$ cat config.mk
export PLATFORM = sky130hd
export DESIGN_NAME = mem_loader
export DESIGN_NICKNAME = d
export VERILOG_FILES = /design/src/rtl/mem_loader_pkg.sv /design/src/rtl/mem_loader_ld_sum.sv /design/src/rtl/mem_loader.sv
export SDC_FILE = /design/constraint.sdc
export NUM_CORES = 1
export LEC_CHECK = 0
export CORE_ASPECT_RATIO = 0.6
export CORE_MARGIN = 1.5
export CORE_UTILIZATION = 59
export DETAILED_ROUTE_END_ITERATION = 8
export PLACE_DENSITY = 0.95
export RECOVER_POWER = 50
export REMOVE_ABC_BUFFERS = 1
export SLEW_MARGIN = 20
export SYNTH_ARGS = -nofsm -noshare
export SYNTH_HDL_FRONTEND = slang
export SYNTH_SLANG_ARGS = --single-unit
$ cat constraint.sdc
create_clock -name clk -period 4.9 [get_ports clk]
set_input_delay 0.49 -clock clk [delete_from_list [all_inputs] [get_ports clk]]
set_output_delay 0.49 -clock clk [all_outputs]
set_load 0.01 [all_outputs]
$ cat src/rtl/mem_loader_pkg.sv
// ============================================================================
// Module      : mem_loader_pkg
// Description : Shared types for the memory loader. mem_loader drives the
//               addr_id path of the memory mux (a_source = SRC_MEM_ADDR while
//               cpu_hold is high).
// Revision    : 1.0 - initial release
// ============================================================================
`default_nettype none

package mem_loader_pkg;

    typedef enum logic [1:0] {
        LD_IDLE   = 2'd0,
        LD_LOAD   = 2'd1,
        LD_VERIFY = 2'd2
    } loader_state_t;

endpackage

`default_nettype wire

$ cat src/rtl/mem_loader_ld_sum.sv
// ============================================================================
// Module      : ld_sum
// Description : WIDTH-bit wrapping accumulator with synchronous clear/enable.
// Revision    : 1.0 - initial release
// ============================================================================
`default_nettype none

module ld_sum #(
    parameter int WIDTH = 8
) (
    input  logic             clk,
    input  logic             rst,
    input  logic             clr,
    input  logic             en,
    input  logic [WIDTH-1:0] add,
    output logic [WIDTH-1:0] sum
);

    logic [WIDTH-1:0] r_sum;

    always_ff @(posedge clk) begin
        if (rst || clr) begin
            r_sum <= '0;
        end else if (en) begin
            r_sum <= r_sum + add;
        end
    end

    assign sum = r_sum;

endmodule

`default_nettype wire

$ cat src/rtl/mem_loader.sv
// ============================================================================
// Module      : mem_loader
// Description : Streams words into memory from a base address, then reads the
//               region back and compares checksums. Holds the core while busy.
// Revision    : 1.0 - initial release
// ============================================================================
`default_nettype none

module mem_loader
    import mem_loader_pkg::*;
#(
    parameter int WIDTH   = 8,
    parameter int A_WIDTH = 10
) (
    input  logic               clk,
    input  logic               rst,
    input  logic               start,
    input  logic [A_WIDTH-1:0] base,
    input  logic [A_WIDTH:0]   count,
    input  logic               in_valid,
    input  logic [WIDTH-1:0]   in_data,
    output logic               in_ready,
    output logic [A_WIDTH-1:0] mem_addr,
    output logic               mem_ce,
    output logic [WIDTH-1:0]   mem_wdata,
    input  logic [WIDTH-1:0]   mem_rdata,
    output logic               cpu_hold,
    output logic               done,
    output logic               error
);

    loader_state_t      r_state;
    logic [A_WIDTH-1:0] r_ptr;
    logic [A_WIDTH-1:0] r_base;
    logic [A_WIDTH:0]   r_remaining;
    logic [A_WIDTH:0]   r_count;
    logic               r_cpu_hold;
    logic               r_done;
    logic               r_error;

    logic               w_xfer;
    logic               w_last;
    logic               w_clr;
    logic               w_verify;
    logic [WIDTH-1:0]   w_sum_w;
    logic [WIDTH-1:0]   w_sum_r;
    logic [WIDTH-1:0]   w_sum_r_next;

    assign in_ready     = (r_state == LD_LOAD);
    assign w_xfer       = in_ready && in_valid;
    assign w_verify     = (r_state == LD_VERIFY);
    assign w_last       = (r_remaining == (A_WIDTH+1)'(1));
    assign w_clr        = (r_state == LD_IDLE) && start;
    // Final verify decision must include the word being read this cycle.
    assign w_sum_r_next = w_sum_r + mem_rdata;

    assign mem_addr  = r_ptr;
    assign mem_ce    = w_xfer;
    assign mem_wdata = in_data;
    assign cpu_hold  = r_cpu_hold;
    assign done      = r_done;
    assign error     = r_error;

    ld_sum #(.WIDTH(WIDTH)) u_sum_w (
        .clk (clk),
        .rst (rst),
        .clr (w_clr),
        .en  (w_xfer),
        .add (in_data),
        .sum (w_sum_w)
    );

    ld_sum #(.WIDTH(WIDTH)) u_sum_r (
        .clk (clk),
        .rst (rst),
        .clr (w_clr),
        .en  (w_verify),
        .add (mem_rdata),
        .sum (w_sum_r)
    );

    always_ff @(posedge clk) begin
        if (rst) begin
            r_state     <= LD_IDLE;
            r_ptr       <= '0;
            r_base      <= '0;
            r_remaining <= '0;
            r_count     <= '0;
            r_cpu_hold  <= 1'b0;
            r_done      <= 1'b0;
            r_error     <= 1'b0;
        end else begin
            r_done  <= 1'b0;
            r_error <= 1'b0;
            case (r_state)
                LD_IDLE: begin
                    if (start) begin
                        r_ptr       <= base;
                        r_base      <= base;
                        r_remaining <= count;
                        r_count     <= count;
                        if (count == '0) begin
                            r_done <= 1'b1;
                        end else begin
                            r_state    <= LD_LOAD;
                            r_cpu_hold <= 1'b1;
                        end
                    end
                end
                LD_LOAD: begin
                    if (w_xfer) begin
                        if (w_last) begin
                            r_ptr       <= r_base;
                            r_remaining <= r_count;
                            r_state     <= LD_VERIFY;
                        end else begin
                            r_ptr       <= r_ptr + A_WIDTH'(1);
                            r_remaining <= r_remaining - (A_WIDTH+1)'(1);
                        end
                    end
                end
                LD_VERIFY: begin
                    r_ptr       <= r_ptr + A_WIDTH'(1);
                    r_remaining <= r_remaining - (A_WIDTH+1)'(1);
                    if (w_last) begin
                        r_state    <= LD_IDLE;
                        r_cpu_hold <= 1'b0;
                        if (w_sum_r_next == w_sum_w) begin
                            r_done <= 1'b1;
                        end else begin
                            r_error <= 1'b1;
                        end
                    end
                end
                default: begin
                    r_state    <= LD_IDLE;
                    r_cpu_hold <= 1'b0;
                end
            endcase
        end
    end

endmodule

`default_nettype wire

==> PnR_summary.wiki, run 1 <==
{| class="wikitable"
! Metric !! Value
|-
| Maximum ir drop on the vdd rail || 0.000222 V
|-
| Total Nets Final || 586
|-
| Final setup TNS || 0 ps
|-
| Share of total power in sequential cells || 32.2%
|-
| Number of storage elements in the synthesis netlist || 63
|-
| Final setup violation count || 0
|-
| CTS Buf Count || 9
|-
| Reg-to-Reg Start || r_state[0]$_SDFFE_PP0P_
|-
| Final instance count without filler cells || 614
|-
| TritonCTS clock tree || yes
|-
| Syn Inst Count || 479
|-
| Data required time of the critical path || 5110 ps
|-
| Worst flop-to-flop path endpoint || u_sum_w.sum[6]$_SDFFE_PP0P_
|-
| Violations in the final reports || capacitance limit, slew limit
|-
| Standard cell core area || 6760 um2
|-
| Vias in the first global route || 3662
|-
| Router iterations before antenna repair || 6
|-
| Area Growth Syn to Fin || 21.3%
|-
| Result of the run || complete, but fails checks
|-
| Hold Buf Count CTS || 0
|-
| Die outline height || 68.1 um
|-
| Slowest cell on crit path || sky130_fd_sc_hd__nand2_1
|-
| Class of the tightest hold or removal check || reg2reg
|-
| Switching pwr || 0.692 mW
|-
| Antenna diode instance count || 0
|-
| Met1 track utilization from global routing || 41.0%
|-
| Root Buffer Master || sky130_fd_sc_hd__clkbuf_16
|-
| Count of buffers added by post-CTS timing repair for setup || 0
|-
| DPL Wire Length || 7710 um
|-
| Maximum clock rate || 317 MHz
|-
| Count of final hold-check violations || 0
|-
| Launching element type of the critical path || register
|-
| Floorplan row count || 23
|-
| YS warnings || 0
|-
| H-tree depth reported by CTS || 3
|-
| Final wirelength || 12100 um
|-
| CP endpoint kind || register
|-
| Starting utilization of the core area || 61.7%
|-
| Combinational share of power || 32.0%
|-
| Layout cells sized above 1 || 16.5%
|-
| Setup repair after global routing missed its margin || no
|-
| Global Route met3 Usage || 7.35%
|-
| Critical-path maximum fanout || 23
|-
| Number of clock sinks || 63
|-
| First-pass GRT wire length || 18900 um
|-
| DIE AREA || 7600 um2
|-
| CP max stage delay || 720 ps
|-
| Bufs and invs on worst path || 1
|-
| Leakage dissipation || 1.93 nW
|-
| Post-synthesis async set-or-reset flop share || 0%
|-
| Met2 global-route usage || 53.0%
|-
| Number of primary I/O pins || 64
|-
| CP arrival || 3370 ps
|-
| Period utilization || 64.5%
|-
| Leftover overflow at the end of global routing || 0
|-
| Final critical delay including setup and external delays || 3160 ps
|-
| Post-synthesis instance area || 4170 um2
|-
| Timing endpoint of the critical path || u_sum_w.sum[6]$_SDFFE_PP0P_
|-
| # placed instances || 598
|-
| Worst-case register-to-register setup slack || 1740 ps
|-
| Number of nets still failing antenna checks after routing || 0
|-
| Levels on crit path || 6
|-
| Post-Synthesis Mean Instance Area || 8.71 um2
|-
| Final worst clock skew || 5.05 ps
|-
| Final worst slack || 1740 ps
|-
| Gr busiest metal || met2
|-
| Clock transition at path regs || 60 ps
|-
| Clock share of power || 35.8%
|-
| Slew at the pin closest to its max-slew limit || 1960 ps
|-
| Number of cells traversed by the worst register-to-register path || 6
|-
| Critical path type || reg2reg
|-
| Worst setup slack after placement || 1800 ps
|-
| Die X || 112 um
|-
| Number of different library cells in the post-synthesis netlist || 61
|-
| Switching part of the total power || 34.8%
|-
| Clock latency reported for the late side of the worst-skew pair || 330 ps
|-
| Post-DR wirelength/cell || 19.7 um
|-
| Total number of vias || 3918
|-
| Routability-driven placement congestion ratio || 0.936
|-
| Number of flops mapped to enable cells by yosys || 0
|-
| Sequential fraction of the synthesis area || 30.2%
|-
| Port Buf Inserts || 63
|-
| Setup crit start || r_state[0]$_SDFFE_PP0P_
|-
| Vias per Instance || 6.38
|-
| Cts repair resizes || 0
|-
| Crit path max-delay family || simple AND/OR/NAND/NOR gates
|-
| Worst slew margin || -30.6%
|-
| Max Cap Viol || 1
|-
| Clock tree buffer depth || 2
|-
| P_int || 1.29 mW
|-
| Cells along the critical path || inv_1 -> ha_1 -> nand2_1 -> nand2b_1 -> or4_1 -> o311ai_1
|-
| Global router's overall resource usage || 32.2%
|-
| Post-route DRC violation count || 0
|-
| Number of antenna violations at the first check in global routing || 0
|-
| Slew Limit Fails || 44
|-
| Pwr dens || 392 nW/um2
|-
| Maximum number of pins on one net before global-route repair || 49
|-
| Number of DRC markers after the initial detailed-route iteration || 485
|-
| Post-synth top flop || sky130_fd_sc_hd__dfxtp_1
|}
## cell usage after synthesis (all sizes together), types with 9 or more instances
| cell type | instances | area [um2] |
|---|---|---|
| a21oi | 56 | 348 |
| buf | 21 | 153 |
| clkbuf | 13 | 52.6 |
| dfxtp | 63 | 1260 |
| ha | 21 | 263 |
| inv | 14 | 52.6 |
| nand2 | 94 | 355 |
| nor2 | 27 | 101 |
| nor3 | 9 | 56.3 |
| o211ai | 34 | 425 |
| o21ai | 11 | 55.1 |
| xnor2 | 15 | 131 |
| xor2 | 14 | 123 |
## power by group through the flow
stage                     combinational (mW)  sequential [mW]  clock, mW
after global routing                   0.677            0.643      0.735
after CTS                              0.629            0.635      0.708
final                                  0.636            0.639      0.711
after global placement                 0.586            0.636          0
after detailed placement               0.609            0.642          0
after floorplan                        0.418            0.632          0
## cell usage in the layout, fill, tap and decap left out, drive strengths merged, types with 5 or more instances in the layout
cell type,netlist,layout
nand2,94,94
dfxtp,63,63
a21oi,56,56
clkdlybuf4s50,0,40
o211ai,34,34
nor2,27,27
dlygate4sd3,0,22
ha,21,21
xnor2,15,15
inv,14,15
xor2,14,14
o21ai,11,11
clkbuf,13,10
nor3,9,9
mux2i,7,7
nor4,6,6
nor2b,5,5
a21o,5,5
xnor3,5,5
nand3,5,5
or4,5,5
## cell type report
| cell class | count | area (um2) |
|---|---|---|
| clock buffer | 10 | 239 |
| clock inverter | 6 | 92.6 |
| fill | 381 | 1700 |
| inverter | 14 | 52.6 |
| multi-input combinational | 368 | 2660 |
| sequential | 63 | 1260 |
| tap | 87 | 109 |
| timing repair buffer | 66 | 648 |
## registers in the layout (all words and copies together), names as in the netlist
signal,cells
r_count,11
cpu_hold,1
r_base,10
error,1
u_sum_w.sum,8
done,1
u_sum_r.sum,8
r_remaining,11
r_state,2
mem_addr,10
## worst min-delay path, stage by stage (launching register included)
cell                      delay [ps]
sky130_fd_sc_hd__dfxtp_1         310
sky130_fd_sc_hd__nand2_1          50
sky130_fd_sc_hd__a21oi_1          50
## stage by stage
stage / hold WS (ps) / utilization, % / cell area (um2) / total power, mW
3_5_place_dp: 447 / 70.0 / 4730 / 1.25
3_3_place_gp: 443 / 70.0 / 4730 / 1.22
4_1_cts: 456 / 74.9 / 5060 / 1.97
5_1_grt: 473 / 74.8 / 5060 / 2.05
2_1_floorplan: 431 / - / 3970 / 1.05
6_report: 457 / 74.8 / 5060 / 1.99
## worst min-delay path by stage
stage,start,slack (ps),depth (start not counted),end
after floorplan,r_base[2]$_SDFFE_PP0P_,430,2,r_base[2]$_SDFFE_PP0P_
after global placement,r_count[5]$_SDFFE_PP0P_,440,2,r_count[5]$_SDFFE_PP0P_
after detailed placement,r_count[10]$_SDFFE_PP0P_,450,2,r_count[10]$_SDFFE_PP0P_
after CTS,r_count[10]$_SDFFE_PP0P_,460,2,r_count[10]$_SDFFE_PP0P_
after global routing,r_count[10]$_SDFFE_PP0P_,470,2,r_count[10]$_SDFFE_PP0P_
final,r_count[10]$_SDFFE_PP0P_,460,2,r_count[10]$_SDFFE_PP0P_
## logic make-up after synthesis
group / synth area share [%]
AO/OA/AOI/OAI: 25.7
XOR/XNOR: 8.79
adder cells (fa/ha/maj): 7.26
buffers and inverters: 6.18
flip-flops: 30.2
multiplexers: 1.68
AND/OR/NAND/NOR: 20.1
## metal layers
metal	wire (um)	up-vias
met5	0	-
met4	411	0
met3	1080	49
met2	5570	263
met1	5040	1823
li1	-	1783
(Power assumes the default switching activity.)
==> run 2: changes to the inputs <==
--- a/config.mk
+++ b/config.mk
@@ -7,9 +7,9 @@
 export LEC_CHECK = 0
 export CORE_ASPECT_RATIO = 0.6
 export CORE_MARGIN = 1.5
-export CORE_UTILIZATION = 59
+export CORE_UTILIZATION = 49
 export DETAILED_ROUTE_END_ITERATION = 8
-export PLACE_DENSITY = 0.95
+export PLACE_DENSITY = 0.85
 export RECOVER_POWER = 50
 export REMOVE_ABC_BUFFERS = 1
 export SLEW_MARGIN = 20
==> constraint.sdc (replaced) <==
create_clock -name clk -period 2.7 [get_ports clk]
set_input_delay 0.27 -clock clk [delete_from_list [all_inputs] [get_ports clk]]
set_output_delay 0.27 -clock clk [all_outputs]
set_load 0.01 [all_outputs]
==> run 2 against run 1 <==
Against the previous run: the flow now finishes without violations; hold slack lost 1.2 ps; global-route usage shrank 6.4 points; non-clock buffer count grew 8; via count shrank 1.6%; count of clock-buffer cells in the layout is the same; critical path depth grew 3; final area grew 0.99%; final cell count grew 4.7%; core utilization shrank 12 points; power grew 74%; die area grew 20%.
==> PnR_summary.wiki, run 2 (synthesis gave the netlist of run 1 again) <==
{| class="wikitable"
! Metric !! Value
|-
| Result of the run || finished, final reports clean
|-
| Fill cell total of the finished layout || 634
|-
| First-pass GRT wire length || 18100 um
|-
| Slew Limit Fails || 0
|-
| Maximum number of pins on one net before global-route repair || 48
|-
| Slew at the pin closest to its max-slew limit || 1120 ps
|-
| Area Growth Syn to Fin || 22.5%
|-
| Cts repair resizes || 0
|-
| DIE AREA || 9100 um2
|-
| CP max stage delay || 460 ps
|-
| Number of antenna violations at the first check in global routing || 0
|-
| Port Buf Inserts || 63
|-
| Startpoint of the tightest hold check path || r_count[3]$_SDFFE_PP0P_
|-
| Number of cells on the worst hold path || 2
|-
| Worst-case register-to-register setup slack || 330 ps
|-
| H-tree depth reported by CTS || 3
|-
| CP endpoint kind || register
|-
| Post-route DRC violation count || 0
|-
| Clock latency reported for the late side of the worst-skew pair || 340 ps
|-
| Setup repair after global routing missed its margin || no
|-
| Total number of vias || 3854
|-
| Commonest cells after routing, fill and taps aside || 93 x sky130_fd_sc_hd__nand2_1, 63 x sky130_fd_sc_hd__dfxtp_1, 46 x sky130_fd_sc_hd__clkdlybuf4s50_1
|-
| Finished Core Util || 63.3%
|-
| Number of primary I/O pins || 64
|-
| Worst slew margin || 25.3%
|-
| Number of nets still failing antenna checks after routing || 0
|-
| Antenna diode instance count || 0
|-
| Final wirelength || 11400 um
|-
| Final setup TNS || 0 ps
|-
| Launching element type of the critical path || input port
|-
| Number of clock sinks || 63
|-
| Worst flop-to-flop path endpoint || error$_SDFF_PP0_
|-
| Final worst clock skew || 7.62 ps
|-
| Reg-to-Reg Start || u_sum_r.sum[0]$_SDFFE_PP0P_
|-
| CP arrival || 2650 ps
|-
| Largest regs || r_count (11), r_remaining (11)
|-
| Routability-driven placement congestion ratio || 0.844
|-
| Most common cell after layout, fill and taps aside || sky130_fd_sc_hd__nand2_1
|-
| Standard cell core area || 8070 um2
|-
| Pwr dens || 675 nW/um2
|-
| Number of DRC markers after the initial detailed-route iteration || 344
|-
| Vias in the first global route || 3696
|-
| Hold Buf Count CTS || 0
|-
| Final critical delay including setup and external delays || 2430 ps
|-
| Number of cells traversed by the worst register-to-register path || 8
|-
| Data required time of the critical path || 2920 ps
|-
| Maximum ir drop on the vdd rail || 0.000309 V
|-
| Leakage dissipation || 1.93 nW
|-
| PnR Total Power || 3.45 mW
|-
| Final instance area || 5110 um2
|-
| Die outline height || 74.5 um
|-
| Period utilization || 89.8%
|-
| Global router's overall resource usage || 25.8%
|-
| Clock transition at path regs || 50 ps
|-
| Count of final hold-check violations || 0
|-
| Root Buffer Master || sky130_fd_sc_hd__clkbuf_16
|-
| DPL Wire Length || 7960 um
|-
| Vias per Instance || 5.99
|-
| Max Cap Viol || 0
|-
| Final setup violation count || 0
|-
| Post-DR wirelength/cell || 17.7 um
|-
| Die X || 122 um
|-
| Class of the tightest hold or removal check || reg2reg
|-
| Router iterations before antenna repair || 5
|-
| Floorplan row count || 25
|-
| Hold Worst Slack || 456 ps
|-
| Critical-path maximum fanout || 3
|-
| Total Nets Final || 594
|-
| Count of buffers added by post-CTS timing repair for setup || 0
|-
| Post-DP Area || 4830 um2
|-
| CTS Buf Count || 9
|-
| Critical path type || in2reg
|-
| Starting utilization of the core area || 51.7%
|-
| Maximum clock rate || 412 MHz
|-
| Leftover overflow at the end of global routing || 0
|-
| Cells along the critical path || clkdlybuf4s50_1 -> ha_1 -> fa_1 -> a21o_1 -> a21oi_1 -> xnor3_1 -> nor4_1 -> nand4_1 -> nor2b_1
|-
| TritonCTS clock tree || yes
|-
| Layout cells sized above 1 || 17.2%
|-
| Clock tree buffer depth || 2
|-
| Slowest cell on crit path || sky130_fd_sc_hd__fa_1
|-
| Worst min-delay path endpoint || r_count[3]$_SDFFE_PP0P_
|}
[run 2: where the power goes]
group          internal (mW)  switching (mW)  total, mW
Combinational          0.497           0.663       1.16
Sequential              1.03           0.125       1.15
Clock                  0.710           0.428       1.14
[run 2: cell type report]
class	count	area, um2	share of cell area, %
clock buffers	10	229	4.48
multi-input cells	368	2660	52.0
clock inverters	6	61.3	1.20
repair buffers	74	713	14.0
flip-flops and latches	63	1260	24.7
well taps	108	135	2.64
inverters	14	52.6	1.03
[run 2: worst max-delay path: cells and delay by family]
| family | cells | cell delay, ps |
|---|---|---|
| and+or+nand+nor | 3 | 610 |
| adders and majority gates | 2 | 710 |
| xor gates and xnor gates | 1 | 250 |
| buffers and inverters | 1 | 400 |
| AOI/OAI and AO/OA | 2 | 400 |
[run 2: worst max-delay path by stage]
| stage | start | end | slack (ps) | depth (start not counted) |
|---|---|---|---|---|
| 2_1_floorplan | r_state[1]$_SDFFE_PP0P_ | r_remaining[1]$_SDFFE_PP0P_ | -580 | 7 |
| 3_3_place_gp | mem_rdata[0] | error$_SDFF_PP0_ | 60 | 9 |
| 3_5_place_dp | mem_rdata[0] | error$_SDFF_PP0_ | 9 | 9 |
| 4_1_cts | mem_rdata[0] | error$_SDFF_PP0_ | 300 | 9 |
| 5_1_grt | mem_rdata[0] | error$_SDFF_PP0_ | 90 | 9 |
| 6_report | mem_rdata[0] | error$_SDFF_PP0_ | 270 | 9 |
[run 2: routing by layer]
metal | global-route usage [%] | share of wire [%] | routed length, um
met1 | 34.9 | 46 | 5230
met2 | 40.7 | 46 | 5190
met3 | 6.44 | 6.9 | 789
met4 | 9.30 | 1.5 | 176
met5 | 0 | 0 | 0
[run 2: metrics by stage]
| step | std cells | setup slack, ps |
|---|---|---|
| finish | 643 | 274 |
| global route | 643 | 91.9 |
| detailed placement | 627 | 9.45 |
| global placement | 627 | 63.2 |
| CTS | 643 | 297 |
| floorplan | 445 | -575 |
==> run 3: changes to the inputs <==
--- a/config.mk
+++ b/config.mk
@@ -5,7 +5,7 @@
 export SDC_FILE = /design/constraint.sdc
 export NUM_CORES = 1
 export LEC_CHECK = 0
-export CORE_ASPECT_RATIO = 0.6
+export CORE_ASPECT_RATIO = 1.25
 export CORE_MARGIN = 1.5
 export CORE_UTILIZATION = 49
 export DETAILED_ROUTE_END_ITERATION = 8
@@ -16,3 +16,4 @@
 export SYNTH_ARGS = -nofsm -noshare
 export SYNTH_HDL_FRONTEND = slang
 export SYNTH_SLANG_ARGS = --single-unit
+export TNS_END_PERCENT = 1
==> run 3 against run 2 <==
Against the previous run: the run now ends with DRC left; highest routed layer unchanged; sequential cell count unchanged; clock skew is 1.8 ps higher; sequential power is essentially flat; routed wire length shrank 11%; die area fell by 0.16%; clock power down 34%; non-clock buffer count decreased by 1.
==> PnR_summary.wiki, run 3 (synthesis gave the netlist of run 1 again) <==
{| class="wikitable"
! Metric !! Value
|-
| Floorplan row count || 37
|-
| Largest regs || r_count (11), r_remaining (11)
|-
| Slew Limit Fails || 0
|-
| Class of the tightest hold or removal check || reg2reg
|-
| Root Buffer Master || sky130_fd_sc_hd__clkbuf_8
|-
| Number of cells on the worst hold path || 2
|-
| Switching part of the total power || 38.0%
|-
| Number of cells traversed by the worst register-to-register path || 6
|-
| Post-route DRC violation count || 5
|-
| Switching pwr || 1.14 mW
|-
| Violations in the final reports || DRC
|-
| Global router's overall resource usage || 23.0%
|-
| CP arrival || 2680 ps
|-
| Pwr dens || 605 nW/um2
|-
| CP max stage delay || 1240 ps
|-
| Starting utilization of the core area || 50.6%
|-
| Number of antenna violations at the first check in global routing || 0
|-
| Launching element type of the critical path || register
|-
| Maximum ir drop on the vdd rail || 0.000455 V
|-
| Number of DRC markers after the initial detailed-route iteration || 223
|-
| Antenna diode instance count || 0
|-
| Count of buffers added by post-CTS timing repair for setup || 0
|-
| Result of the run || complete, but fails checks
|-
| Leftover overflow at the end of global routing || 0
|-
| Worst slew margin || 5.93%
|-
| H-tree depth reported by CTS || 3
|-
| DIE AREA || 9080 um2
|-
| Layout cells sized above 1 || 17.4%
|-
| Number of primary I/O pins || 64
|-
| Data required time of the critical path || 2920 ps
|-
| Cts repair resizes || 0
|-
| Combinational share of power || 37.1%
|-
| Clock transition at path regs || 80 ps
|-
| Port Buf Inserts || 63
|-
| # placed instances || 615
|-
| Commonest cells after routing, fill and taps aside || 93 x sky130_fd_sc_hd__nand2_1, 63 x sky130_fd_sc_hd__dfxtp_1, 45 x sky130_fd_sc_hd__clkdlybuf4s50_1
|-
| First-pass GRT wire length || 16800 um
|-
| Standard cell core area || 8240 um2
|-
| Vias in the first global route || 3650
|-
| Number of nets still failing antenna checks after routing || 0
|-
| DPL Wire Length || 7150 um
|-
| Clock latency reported for the late side of the worst-skew pair || 350 ps
|-
| Maximum number of pins on one net before global-route repair || 48
|-
| Hold Buf Count CTS || 0
|-
| Final setup violation count || 0
|-
| Area Growth Syn to Fin || 19.1%
|-
| Maximum clock rate || 407 MHz
|-
| Max Cap Viol || 0
|-
| Critical-path maximum fanout || 32
|-
| Setup repair after global routing missed its margin || no
|-
| Routability-driven placement congestion ratio || 0.944
|-
| Total number of vias || 3660
|-
| Slew at the pin closest to its max-slew limit || 1410 ps
|-
| Final instance area || 4970 um2
|-
| Slowest cell on crit path || sky130_fd_sc_hd__ha_1
|-
| Final worst clock skew || 9.45 ps
|-
| Die X || 85.5 um
|-
| Final instance count without filler cells || 631
|-
| Share of total power in sequential cells || 38.0%
|-
| Clock share of power || 24.9%
|-
| Router iterations before antenna repair || 6
|-
| Total Nets Final || 593
|-
| Critical path type || reg2reg
|-
| Leakage dissipation || 1.87 nW
|-
| Number of clock sinks || 63
|-
| Cells along the critical path || inv_1 -> ha_1 -> buf_4 -> o211ai_2 -> o211ai_2 -> a21oi_2
|-
| Clock tree buffer depth || 2
|-
| Final wirelength || 10100 um
|-
| Most common cell after layout, fill and taps aside || sky130_fd_sc_hd__nand2_1
|-
| Worst flop-to-flop path endpoint || mem_addr[8]$_SDFFE_PP0P_
|-
| CTS Buf Count || 9
|-
| Worst-case register-to-register setup slack || 240 ps
|-
| Worst min-delay path endpoint || r_base[3]$_SDFFE_PP0P_
|-
| Period utilization || 91.0%
|-
| Post-DP Area || 4800 um2
|-
| Count of final hold-check violations || 0
|-
| P_int || 1.86 mW
|-
| Die outline height || 106 um
|-
| Most frequent CP cell || sky130_fd_sc_hd__o211ai_2
|-
| Vias per Instance || 5.80
|-
| CP endpoint kind || register
|-
| TritonCTS clock tree || yes
|-
| Post-DR wirelength/cell || 16.0 um
|-
| Reg-to-Reg Start || r_state[0]$_SDFFE_PP0P_
|-
| Startpoint of the tightest hold check path || r_base[3]$_SDFFE_PP0P_
|-
| Final critical delay including setup and external delays || 2460 ps
|}
-- run 3: layer usage --
layer | part of all wire [%] | GRT usage, % | vias up
met2 | 52 | 41.1 | 118
met5 | 0 | 0 | -
li1 | - | - | 1788
met3 | 5.3 | 4.27 | 18
met4 | 2.3 | 9.45 | 0
met1 | 41 | 26.7 | 1736
-- run 3: metrics by stage --
step	setup slack [ps]	utilization, %	power (mW)	hold slack, ps	setup TNS (ps)
after floorplan	-575	-	1.90	332	-8650
after detailed placement	69.6	58.2	2.28	451	0
after global routing	111	60.3	3.18	480	0
after CTS	269	60.4	3.03	462	0
final	243	60.3	3.01	460	0
after global placement	112	58.2	2.23	442	0
-- run 3: power by group through the flow --
| stage | registers [mW] | clock network [mW] | logic [mW] |
|---|---|---|---|
| after detailed placement | 1.16 | 0 | 1.12 |
| after global routing | 1.15 | 0.814 | 1.21 |
| after floorplan | 1.15 | 0 | 0.758 |
| after global placement | 1.15 | 0 | 1.08 |
| final | 1.14 | 0.748 | 1.11 |
| after CTS | 1.14 | 0.769 | 1.12 |
-- run 3: worst max path at each step --
stage,from,endpoint,cells past startpoint
finish,r_state[0]$_SDFFE_PP0P_,mem_addr[8]$_SDFFE_PP0P_,6
detailed placement,mem_rdata[0],error$_SDFF_PP0_,9
global route,r_state[0]$_SDFFE_PP0P_,mem_addr[8]$_SDFFE_PP0P_,6
floorplan,r_state[1]$_SDFFE_PP0P_,r_remaining[1]$_SDFFE_PP0P_,7
CTS,r_state[1]$_SDFFE_PP0P_,mem_ce,5
global placement,mem_rdata[0],error$_SDFF_PP0_,9
-- run 3: area by class of cell --
cell class,instances,area [um2]
Fill cell,707,3270
Multi-Input combinational cell,368,2660
Sequential cell,63,1260
Timing Repair Buffer,73,697
Clock buffer,9,124
Tap cell,97,121
Clock inverter,7,53.8
Inverter,14,52.6
-- run 3: critical path, delay by kind of cell (launching register included) --
kind | cells | cell delay (ps)
buffers and inverters | 2 | 430
flip-flops | 1 | 400
adder cells (fa/ha/maj) | 1 | 1240
AO/OA/AOI/OAI | 3 | 240
